$ cat config.mk
export PLATFORM = sky130hd
export DESIGN_NAME = game_stats
export DESIGN_NICKNAME = d
export VERILOG_FILES = /design/src/rtl/game_stats.sv
export SDC_FILE = /design/constraint.sdc
export NUM_CORES = 1
export LEC_CHECK = 0
export ABC_AREA = 1
export ABC_CLOCK_PERIOD_IN_PS = 2180
export CAP_MARGIN = 15
export CORE_MARGIN = 2
export CORE_UTILIZATION = 43
export DETAILED_ROUTE_END_ITERATION = 8
export GPL_TIMING_DRIVEN = 0
export PLACE_DENSITY_LB_ADDON = 0.1
export SYNTH_ARGS = -nofsm -noshare
export SYNTH_HDL_FRONTEND = slang
export SYNTH_SLANG_ARGS = --single-unit
$ cat constraint.sdc
create_clock -name clk -period 2.18 [get_ports clk]
set_clock_uncertainty 0.1 [all_clocks]
set_input_delay 0.218 -clock clk [delete_from_list [all_inputs] [get_ports clk]]
set_output_delay 0.218 -clock clk [all_outputs]
set_load 0.05 [all_outputs]
$ cat src/rtl/game_stats.sv
// Score and lives bookkeeping: edge-detected hit events drive a saturating score,
// a lives count, a post-hit invulnerability window and the idle/play/over state.
module game_stats #(
  parameter int unsigned START_LIVES   = 3,
  parameter int unsigned POINTS        = 1,
  parameter int unsigned MAX_SCORE     = 99,
  parameter int unsigned INVULN_CYCLES = 50_000_000
) (
  input  logic       clk,
  input  logic       arst_n,
  input  logic       start,
  input  logic       alien_hit,
  input  logic       player_hit,
  output logic [6:0] score,
  output logic [1:0] lives,
  output logic       game_over,
  output logic       invuln
);

  localparam int unsigned CW = (INVULN_CYCLES > 1) ? $clog2(INVULN_CYCLES) : 1;

  typedef enum logic [1:0] {
    IDLE,
    PLAY,
    INV,
    OVER
  } state_t;

  state_t          state;
  logic [CW-1:0]   inv_cnt;
  logic            start_q;
  logic            alien_q;
  logic            player_q;

  logic            start_ev;
  logic            alien_ev;
  logic            player_ev;
  logic [7:0]      score_sum;
  logic [6:0]      score_next;
  logic [1:0]      lives_dec;

  always_comb begin
    start_ev  = start & ~start_q;
    alien_ev  = alien_hit & ~alien_q;
    player_ev = player_hit & ~player_q;
  end

  // Sum is formed one bit wider than the score so the saturation compare never sees a wrap.
  always_comb begin
    score_sum  = {1'b0, score} + 8'(POINTS);
    score_next = (score_sum > 8'(MAX_SCORE)) ? 7'(MAX_SCORE) : score_sum[6:0];
    lives_dec  = lives - 2'd1;
  end

  always_ff @(posedge clk or negedge arst_n) begin
    if (!arst_n) begin
      state    <= IDLE;
      score    <= '0;
      lives    <= 2'(START_LIVES);
      inv_cnt  <= '0;
      start_q  <= 1'b0;
      alien_q  <= 1'b0;
      player_q <= 1'b0;
    end else begin
      start_q  <= start;
      alien_q  <= alien_hit;
      player_q <= player_hit;

      // A new game overrides any hit edges arriving in the same cycle.
      if (start_ev) begin
        state   <= PLAY;
        score   <= '0;
        lives   <= 2'(START_LIVES);
        inv_cnt <= '0;
      end else begin
        case (state)
          PLAY: begin
            if (alien_ev)
              score <= score_next;
            if (player_ev && (lives != '0)) begin
              lives <= lives_dec;
              if (lives_dec == '0) begin
                state <= OVER;
              end else begin
                state   <= INV;
                inv_cnt <= CW'(INVULN_CYCLES - 1);
              end
            end
          end
          INV: begin
            if (alien_ev)
              score <= score_next;
            if (inv_cnt == '0)
              state <= PLAY;
            else
              inv_cnt <= inv_cnt - CW'(1);
          end
          default: ;
        endcase
      end
    end
  end

  assign game_over = (state == OVER);
  assign invuln    = (state == INV);

endmodule

# After elaboration in Yosys (flattened, before gate mapping)
# Index checks and enable logic that the tools add are counted.
# classes
eq_ne	7
magnitude_cmp	1
bitwise	6
reduce_logical	14
n_mux	17
add_sub_neg	3
# ops
operator	count
2-to-1 mux 26 bit	4
case mux 26 bit (2 select lines)	1
2-to-1 mux 7 bit	4
zero test 26 bit	1
subtractor 26 x 1 -> 26 bit (second input constant)	1
2-to-1 mux 2 bit	6
nonzero test 2 bit	5
!= test 3 bit (second input constant)	3
adder 7 x 1 -> 8 bit (second input constant)	1
> comparator 8 x 7 -> 1 bit (second input constant)	1
equality test 2 bit (second input constant)	2
case mux 2 bit (2 select lines)	1
AND reduction 2 bit	2
AND reduction 4 bit	1
bitwise AND 1 bit	3
!= test 3 x 1 -> 1 bit (second input constant)	1
NOT 1 bit	3
AND reduction 3 bit	1
nonzero test 3 bit	1
equality test 2 x 1 -> 1 bit (second input constant)	1
zero test 2 bit	1
OR reduction 2 bit	1
subtractor 2 x 1 -> 2 bit (second input constant)	1
logical AND 1 bit	1
2-to-1 mux 1 bit	1
# word_totals
regBits	40
output_inout_bits	11

# Longest topological paths before layout
# Gate-level depths: netlist (run 1).
# depth
word_depth	6
mapped_depth	12
mapped_depth_nobuf	12

# Worst setup path after synthesis (run 1)
# No wires, ideal clock.
# synth_timing
path_type	flip-flop to flip-flop
startpoint	register state[0]
endpoint	register inv_cnt[18]
t_arrival_ns	1.939
setup_ns	0.118
stages_incl_launch_ff	12
slack_ns	0.024
path_cell_list	dfrtp_1 inv_1 ha_1 inv_2 o21ai_0 inv_1 a21oi_2 nand2_2 buf_6 buf_12 nand2_2 nand2_1
# synth_via
elab_chain_cells	3
# synth_rtl
element	line	rtl
start: declaration	29	state_t state;
start signal: assignment	57	state <= IDLE;
start signal: assignment	71	state <= PLAY;
start signal: assignment	83	state <= OVER;
equality test 2 bit (*)	-	
named net invuln	17	output logic invuln
!= test 3 bit (no line) (tied with other cells)	-	
AND reduction 4 bit (no line) / 2-to-1 mux 26 bit (equally long branches)	-	
end signal: assignment	86	inv_cnt <= CW'(INVULN_CYCLES - 1);
end signal: assignment	96	inv_cnt <= inv_cnt - CW'(1);
end: declaration	30	logic [CW-1:0] inv_cnt;
# The timed path passes the listed nets; every way through them passes the cells marked *.
# A chain may end at the register's enable or synchronous reset.

# Worst setup path after layout (run 1)
# layout_timing
startpoint	register lives[0]
endpoint	register inv_cnt[18]
# layout_via
elab_chain_cells	4
# layout_rtl
element	line	rtl
start: declaration	15	output logic [1:0] lives,
start signal: assignment	59	lives <= 2'(START_LIVES);
start signal: assignment	73	lives <= 2'(START_LIVES);
start signal: assignment	81	lives <= lives_dec;
subtractor 2 x 1 -> 2 bit / nonzero test 2 bit (equally long branches)	52, 80	
zero test 2 bit / logical AND 1 bit (equally long branches)	82, 80	
!= test 3 bit (no line)	-	
AND reduction 4 bit (no line) (*)	-	
# Mark *: on every way between the ends. The rest lies on a longest branch, timed or not.

==> flow_results.xml, run 1 <==
<?xml version="1.0" encoding="UTF-8"?>
<metrics>
  <group name="status">
    <metric name="outcome" unit="">finished, final reports clean</metric>
  </group>
  <group name="power_and_ir_drop">
    <metric name="comb_power_share" unit="">0.465</metric>
    <metric name="swShare" unit="">0.457</metric>
    <metric name="power_leakage" unit="nW">1.54</metric>
    <metric name="internal-power" unit="mW">1.78</metric>
    <metric name="power.switching" unit="mW">1.50</metric>
    <metric name="vdd_ir_drop_max" unit="uV">811</metric>
    <metric name="power-per-cell-area" unit="nW/um^2">1040</metric>
    <metric name="seq_power_share" unit="">0.385</metric>
    <metric name="power_frac_clock" unit="">0.149</metric>
  </group>
  <group name="setup_path">
    <metric name="r2r.worst_path.cells" unit="">12</metric>
    <metric name="worst_setup_path_startpoint" unit="">lives[0]</metric>
    <metric name="critical_path_arrival" unit="ns">2.12</metric>
    <metric name="r2r_setup_slack" unit="ns">0.15</metric>
    <metric name="critical_path.startpoint_type" unit="">flip-flop</metric>
    <metric name="end_kind" unit="">flip-flop</metric>
    <metric name="worstSetupPathType" unit="">reg2reg</metric>
    <metric name="critPathCapture" unit="">inv_cnt[18]</metric>
    <metric name="rr_endpoint" unit="">inv_cnt[18]</metric>
    <metric name="regToRegStartpoint" unit="">lives[0]</metric>
    <metric name="worstPathRequired" unit="ns">2.26</metric>
    <metric name="path_max_fanout" unit="">10</metric>
  </group>
  <group name="placement">
    <metric name="postPlaceCellArea" unit="um^2">2950</metric>
    <metric name="dp_hpwl" unit="mm">4.53</metric>
    <metric name="finalWeightedCongestion" unit="">0.834</metric>
    <metric name="number_of_buffer_cells_added_on_primary_ports" unit="">15</metric>
  </group>
  <group name="route">
    <metric name="detail_route.drc_violations" unit="">0</metric>
    <metric name="drtIter0Drc" unit="">141</metric>
    <metric name="antenna_left" unit="">0</metric>
    <metric name="first_pass_iters" unit="">4</metric>
    <metric name="dr_total_vias" unit="">2459</metric>
    <metric name="post_drt_via_cell_ratio" unit="">4.95</metric>
    <metric name="wire_per_inst" unit="um">12.4</metric>
    <metric name="postRouteWirelength" unit="mm">6.15</metric>
  </group>
  <group name="finish">
    <metric name="fill_cells" unit="">605</metric>
    <metric name="area.growth.synth_to_final" unit="%">17.3</metric>
    <metric name="post-route-util" unit="">0.528</metric>
    <metric name="antenna-diode-count" unit="">0</metric>
    <metric name="finalNetCount" unit="">434</metric>
    <metric name="final_common_cell" unit="">nand2_1</metric>
    <metric name="final_area" unit="um^2">3140</metric>
    <metric name="final_layout_size_suffix_gt1_frac" unit="">0.118</metric>
    <metric name="mostFrequentLayoutCells" unit="">nand2_1, nor2_1, nand3_1, dfrtp_1, inv_1</metric>
  </group>
  <group name="floorplan">
    <metric name="die_h" unit="um">82.9</metric>
    <metric name="die_width" unit="um">82.9</metric>
    <metric name="fp-row-count" unit="">28</metric>
    <metric name="floorplan.die_area" unit="um^2">6880</metric>
    <metric name="core-area" unit="um^2">5960</metric>
    <metric name="start_util" unit="">0.450</metric>
    <metric name="ioPinCount" unit="">16</metric>
  </group>
  <group name="timing">
    <metric name="final_report_max_slew_violation_count" unit="">0</metric>
    <metric name="fin_crit_sh" unit="">0.933</metric>
    <metric name="fin_crit" unit="ns">2.03</metric>
    <metric name="worstMarginPinSlew" unit="ns">0.525</metric>
    <metric name="unrepaired_setup_endpoints_after_global_routing" unit="">false</metric>
    <metric name="slew_headroom" unit="">0.650</metric>
    <metric name="whs" unit="ns">0.277</metric>
    <metric name="number_of_setup_violations_in_the_final_report" unit="">0</metric>
    <metric name="final_hold_viol_count" unit="">0</metric>
    <metric name="achievable-frequency" unit="MHz">491</metric>
  </group>
  <group name="global_route">
    <metric name="number_of_antenna_violations_at_the_first_check_in_global_routing" unit="">0</metric>
    <metric name="grt_pass1_vias" unit="">2318</metric>
    <metric name="grt_first_pass_wirelength" unit="mm">10.9</metric>
    <metric name="global_route.usage.total" unit="">0.191</metric>
    <metric name="grt_max_degree" unit="">24</metric>
    <metric name="overflow_after_grt" unit="">0</metric>
  </group>
  <group name="yosys">
    <metric name="synthesis.instances" unit="">392</metric>
    <metric name="synthesis_warnings" unit="">0</metric>
    <metric name="synthesized_flop_and_latch_total" unit="">40</metric>
    <metric name="yosysUniqueCellTypes" unit="">32</metric>
    <metric name="syn_avg_cell_area" unit="um^2">6.84</metric>
    <metric name="seq_area_frac_synth" unit="">0.374</metric>
    <metric name="synth_area" unit="um^2">2680</metric>
    <metric name="synth_fp_nets" unit="">405</metric>
  </group>
  <group name="clock_network">
    <metric name="clock_root_buffer_master" unit="">clkbuf_8</metric>
    <metric name="clkTransAtPathRegs" unit="ns">0.08</metric>
    <metric name="clock_tree.htree_level_count" unit="">2</metric>
    <metric name="cts_buffer_depth" unit="">2</metric>
    <metric name="cts_tree" unit="">done</metric>
    <metric name="cts.sinks" unit="">40</metric>
    <metric name="clk-insertion-delay-late" unit="ns">0.30</metric>
    <metric name="cts-buffers-inserted" unit="">5</metric>
  </group>
  <group name="hold_path">
    <metric name="hold_path_class" unit="">in2reg</metric>
  </group>
  <group name="job">
    <metric name="cap_violations" unit="">0</metric>
  </group>
</metrics>
-- per-stage QoR --
| stage | std cells | setup TNS (ns) | power, mW | worst slack (ns) |
|---|---|---|---|---|
| floorplan | 392 | 0 | 2.27 | 0.0235 |
| global placement | 482 | -12.38 | 2.65 | -0.314 |
| detailed placement | 483 | -0.381 | 2.67 | -0.0489 |
| CTS | 492 | 0 | 3.19 | 0.00944 |
| global route | 497 | 0 | 3.57 | 0.00191 |
| finish | 497 | 0 | 3.27 | 0.145 |
-- repair_timing --
action                                 in CTS  in global routing
endpoints found under the hold margin      16                  0
pin swaps                                   0                  4
gates resized for setup                     2                 14
setup buffers                               0                  5
setup endpoints to repair                  13                 26
hold buffers                                1                  0
-- logic make-up (layout without fill, tap and decap cells) --
| family | after synthesis | after routing | synth area share |
|---|---|---|---|
| buffers and inverters | 44 | 74 | 0.0714 |
| XOR/XNOR | 6 | 6 | 0.0196 |
| flip-flops | 40 | 40 | 0.374 |
| adder cells (fa/ha/maj) | 8 | 8 | 0.0373 |
| AO/OA/AOI/OAI | 35 | 35 | 0.0686 |
| AND/OR/NAND/NOR | 259 | 259 | 0.429 |
-- final cells by class --
type / instances / area (um^2) / area share
plain buffers: 7 / 57.6 / 0.0183
well taps: 75 / 93.8 / 0.0299
multi-input cells: 308 / 1520 / 0.484
flip-flops and latches: 40 / 1000 / 0.319
repair buffers: 22 / 248 / 0.0788
clock buffers: 7 / 76.3 / 0.0243
clock inverters: 1 / 5.00 / 0.00159
inverters: 37 / 139 / 0.0442
-- flip-flops by register name (all words and copies together) (netlist names) --
register	count
start_q	1
state	2
lives	2
inv_cnt	26
alien_q	1
score	7
player_q	1
-- how the worst min path moves through the flow --
stage	depth (start not counted)	to	start
2_1_floorplan	0	alien_q	arst_n
3_3_place_gp	2	inv_cnt[1]	inv_cnt[1]
3_5_place_dp	1	inv_cnt[2]	arst_n
4_1_cts	1	alien_q	alien_hit
5_1_grt	1	alien_q	alien_hit
6_report	1	alien_q	alien_hit
-- layer usage --
metal  up-vias  share of wire  global-route usage
li1       1304              -                   -
met3         6          0.029              0.0338
met5         -              0                   0
met1      1114           0.50               0.272
met4         0          0.012              0.0492
met2        35           0.46               0.300
-- cells in the mapped netlist --
library cell,count,share of area
dfstp_2,2,0.020
nor3b_1,1,0.0028
nand2_1,125,0.18
a21o_1,1,0.0028
or3b_2,1,0.0033
ha_1,8,0.037
nand2_4,1,0.0042
nand4_1,10,0.023
a21oi_1,5,0.0093
o21bai_1,1,0.0028
buf_2,2,0.0037
nor2_1,56,0.078
buf_12,1,0.0075
a21oi_2,1,0.0033
inv_1,36,0.050
nand3_1,38,0.071
xor2_1,5,0.016
nor2_2,4,0.0093
dfrtp_1,38,0.35
and2_1,1,0.0023
clkbuf_1,3,0.0042
nor3_1,2,0.0037
nand2_2,14,0.033
inv_2,1,0.0014
nand3b_1,3,0.0084
xnor2_1,1,0.0033
nor2_4,1,0.0042
nor2_8,1,0.0075
o21ai_1,2,0.0037
o21ai_0,25,0.047
buf_6,1,0.0042
or2_2,1,0.0023
-- critical path, stage by stage, from the launching register on --
cell,delay [ns]
dfstp_2,0.55
inv_1,0.06
ha_1,0.20
inv_1,0.05
nand2_1,0.07
nor2_4,0.13
inv_2,0.05
a21oi_2,0.18
nand2_2,0.12
buf_8,0.16
buf_12,0.15
nand2_2,0.05
nand2_1,0.05
-- power by group through the flow --
stage	Combinational (mW)	Sequential, mW	Clock (mW)
after floorplan	0.950	1.32	0
after global placement	1.38	1.27	0
final	1.52	1.26	0.489
after detailed placement	1.40	1.27	0
after CTS	1.41	1.26	0.516
after global routing	1.73	1.30	0.546
Power figures use the tool's default switching activity.
==> inputs of run 2 (changes only) <==
- CORE_UTILIZATION: 43 -> 60
- GPL_TIMING_DRIVEN: 0 -> unset
==> flow_results.xml, run 2 (synthesis results as in run 1) <==
<?xml version="1.0" encoding="UTF-8"?>
<metrics>
  <group name="status">
    <metric name="outcome" unit="">finished, final reports clean</metric>
  </group>
  <group name="setup_path">
    <metric name="critical-path-slowest-cell" unit="">dfstp_2</metric>
    <metric name="critical_path_arrival" unit="ns">2.14</metric>
    <metric name="path_max_fanout" unit="">7</metric>
    <metric name="crit_path_max_incr_delay" unit="ns">0.55</metric>
    <metric name="end_kind" unit="">flip-flop</metric>
    <metric name="cp_common_cell" unit="">inv_1</metric>
    <metric name="critical_path.startpoint_type" unit="">flip-flop</metric>
    <metric name="worstSetupPathType" unit="">reg2reg</metric>
    <metric name="worstPathRequired" unit="ns">2.29</metric>
    <metric name="cell_by_cell_listing_of_the_critical_path" unit="">inv_1, ha_1, inv_1, nand2_1, nor2_2, inv_1, a21oi_2, nand2_1, nand2_2, nand2_2, o21ai_0</metric>
  </group>
  <group name="floorplan">
    <metric name="die_h" unit="um">70.8</metric>
    <metric name="ioPinCount" unit="">16</metric>
    <metric name="core-area" unit="um^2">4320</metric>
    <metric name="fp-row-count" unit="">24</metric>
    <metric name="floorplan.die_area" unit="um^2">5020</metric>
    <metric name="die_width" unit="um">70.8</metric>
    <metric name="start_util" unit="">0.620</metric>
  </group>
  <group name="clock_network">
    <metric name="cts_tree" unit="">done</metric>
    <metric name="cts-buffers-inserted" unit="">5</metric>
    <metric name="cts_buffer_depth" unit="">2</metric>
    <metric name="clk-insertion-delay-late" unit="ns">0.30</metric>
    <metric name="clkTransAtPathRegs" unit="ns">0.07</metric>
    <metric name="clock_tree.htree_level_count" unit="">2</metric>
    <metric name="cts.sinks" unit="">40</metric>
    <metric name="clock_root_buffer_master" unit="">clkbuf_8</metric>
  </group>
  <group name="timing">
    <metric name="worstMarginPinSlew" unit="ns">0.496</metric>
    <metric name="fin_tns_setup" unit="ns">0</metric>
    <metric name="number_of_setup_violations_in_the_final_report" unit="">0</metric>
    <metric name="final.setup.worst_slack" unit="ns">0.152</metric>
    <metric name="final_report_max_slew_violation_count" unit="">0</metric>
    <metric name="fin_crit_sh" unit="">0.930</metric>
    <metric name="fin_crit" unit="ns">2.03</metric>
    <metric name="final_hold_viol_count" unit="">0</metric>
    <metric name="achievable-frequency" unit="MHz">493</metric>
    <metric name="unrepaired_setup_endpoints_after_global_routing" unit="">false</metric>
    <metric name="slew_headroom" unit="">0.668</metric>
  </group>
  <group name="finish">
    <metric name="antenna-diode-count" unit="">0</metric>
    <metric name="regMostFlops" unit="">inv_cnt</metric>
    <metric name="flip_flop_count_of_the_largest_register_after_layout" unit="">26</metric>
    <metric name="post-route-util" unit="">0.702</metric>
    <metric name="final_common_cell" unit="">nand2_1</metric>
    <metric name="reg.largest.list" unit="">inv_cnt (26), score (7)</metric>
    <metric name="area.growth.synth_to_final" unit="%">13.3</metric>
    <metric name="finalNetCount" unit="">432</metric>
    <metric name="fill_cells" unit="">384</metric>
    <metric name="mostFrequentLayoutCells" unit="">nand2_1, nor2_1, nand3_1, dfrtp_1, inv_1</metric>
    <metric name="final_layout_size_suffix_gt1_frac" unit="">0.114</metric>
    <metric name="area_occupied_by_multi_input_gates" unit="um^2">1500</metric>
    <metric name="final-seq-area" unit="um^2">1000</metric>
  </group>
  <group name="power_and_ir_drop">
    <metric name="power_leakage" unit="nW">1.50</metric>
    <metric name="vdd_ir_drop_max" unit="uV">714</metric>
    <metric name="power_frac_clock" unit="">0.152</metric>
    <metric name="comb_power_share" unit="">0.448</metric>
    <metric name="power.switching" unit="mW">1.47</metric>
    <metric name="internal-power" unit="mW">1.70</metric>
    <metric name="power-per-cell-area" unit="nW/um^2">1050</metric>
    <metric name="swShare" unit="">0.464</metric>
    <metric name="seq_power_share" unit="">0.400</metric>
  </group>
  <group name="route">
    <metric name="detail_route.drc_violations" unit="">0</metric>
    <metric name="drtIter0Drc" unit="">132</metric>
    <metric name="dr_total_vias" unit="">2518</metric>
    <metric name="wire_per_inst" unit="um">12.8</metric>
    <metric name="antenna_left" unit="">0</metric>
    <metric name="first_pass_iters" unit="">4</metric>
    <metric name="post_drt_via_cell_ratio" unit="">5.33</metric>
    <metric name="postRouteWirelength" unit="mm">6.04</metric>
  </group>
  <group name="placement">
    <metric name="finalWeightedCongestion" unit="">0.913</metric>
    <metric name="number_of_buffer_cells_added_on_primary_ports" unit="">15</metric>
    <metric name="dp_hpwl" unit="mm">4.54</metric>
    <metric name="placement.setup.worst_slack" unit="ns">0.127</metric>
  </group>
  <group name="job">
    <metric name="cap_violations" unit="">0</metric>
  </group>
  <group name="global_route">
    <metric name="grt_first_pass_wirelength" unit="mm">10.8</metric>
    <metric name="number_of_antenna_violations_at_the_first_check_in_global_routing" unit="">0</metric>
    <metric name="global_route.usage.total" unit="">0.265</metric>
    <metric name="overflow_after_grt" unit="">0</metric>
    <metric name="grt_pass1_vias" unit="">2506</metric>
    <metric name="grt_max_degree" unit="">22</metric>
  </group>
  <group name="hold_path">
    <metric name="hold_path_class" unit="">in2reg</metric>
  </group>
</metrics>
## run 2: cell types whose count changed in the layout (fill, tap and decap cells not counted), moves of 2 or more
cell,delta
buf_4,+7
buf_12,-2
ha_1,+2
buf_2,-2
o21ai_1,-3
o21ai_0,+3
clkbuf_1,-2
## run 2: what timing repair did
action / in CTS / in global routing
endpoints found under the hold margin: 17 / 0
endpoints found under the setup margin: 0 / 9
resized for setup: 0 / 4
hold buffers: 1 / 0
buffers inserted: 0 / 0
## run 2: power by group through the flow
stage	Sequential (mW)	Combinational [mW]	Clock, mW
floorplan	1.32	0.950	0
global placement	1.26	1.36	0
detailed placement	1.28	1.40	0
CTS	1.27	1.41	0.499
global route	1.31	1.61	0.517
finish	1.27	1.42	0.482
## run 2: worst max-delay path, delay by kind of cell (launching register included)
family | cells | cell delay (ns)
AOI/OAI and AO/OA | 2 | 0.38
adders and majority gates | 1 | 0.20
DFF | 1 | 0.55
buffers and inverters | 3 | 0.19
and+or+nand+nor | 5 | 0.52
## run 2: layer usage
layer / vias to the layer above / routed length, um / part of all wire / global-route usage
li1: 1297 / - / - / -
met1: 1159 / 2710 / 0.45 / 0.337
met2: 56 / 2960 / 0.49 / 0.453
met3: 6 / 290 / 0.048 / 0.0456
met4: 0 / 75 / 0.012 / 0.101
met5: - / 0 / 0 / 0
## run 2: through the flow
stage               hold slack [ns]  power [mW]  instances  instance area [um^2]
finish                        0.288        3.17        472                  3040
global route                  0.291        3.43        472                  3040
CTS                           0.280        3.17        472                  3020
detailed placement           0.0962        2.68        463                  2930
global placement             0.0934        2.62        463                  2930
floorplan                    -0.178        2.27        392                  2680
## run 2: path summary, 6_finish.rpt
kind                            start         end  slack [ns]  depth (start not counted)
min in group asynchronous      arst_n    score[1]        0.30                          2
max                          lives[0]  inv_cnt[3]        0.15                         11
min                         alien_hit     alien_q        0.29                          1
min reg2reg                inv_cnt[1]  inv_cnt[1]        0.41                          2
max reg2reg                  lives[0]  inv_cnt[3]        0.15                         11
max in group asynchronous      arst_n    lives[1]        1.07                          3
## run 2: cell type report
| class | count | share of cell area |
|---|---|---|
| tap | 52 | 0.0214 |
| inverter | 37 | 0.0458 |
| sequential | 40 | 0.331 |
| timing repair buffer | 27 | 0.0829 |
| multi-input combinational | 308 | 0.493 |
| clock buffer | 7 | 0.0251 |
| clock inverter | 1 | 0.00165 |
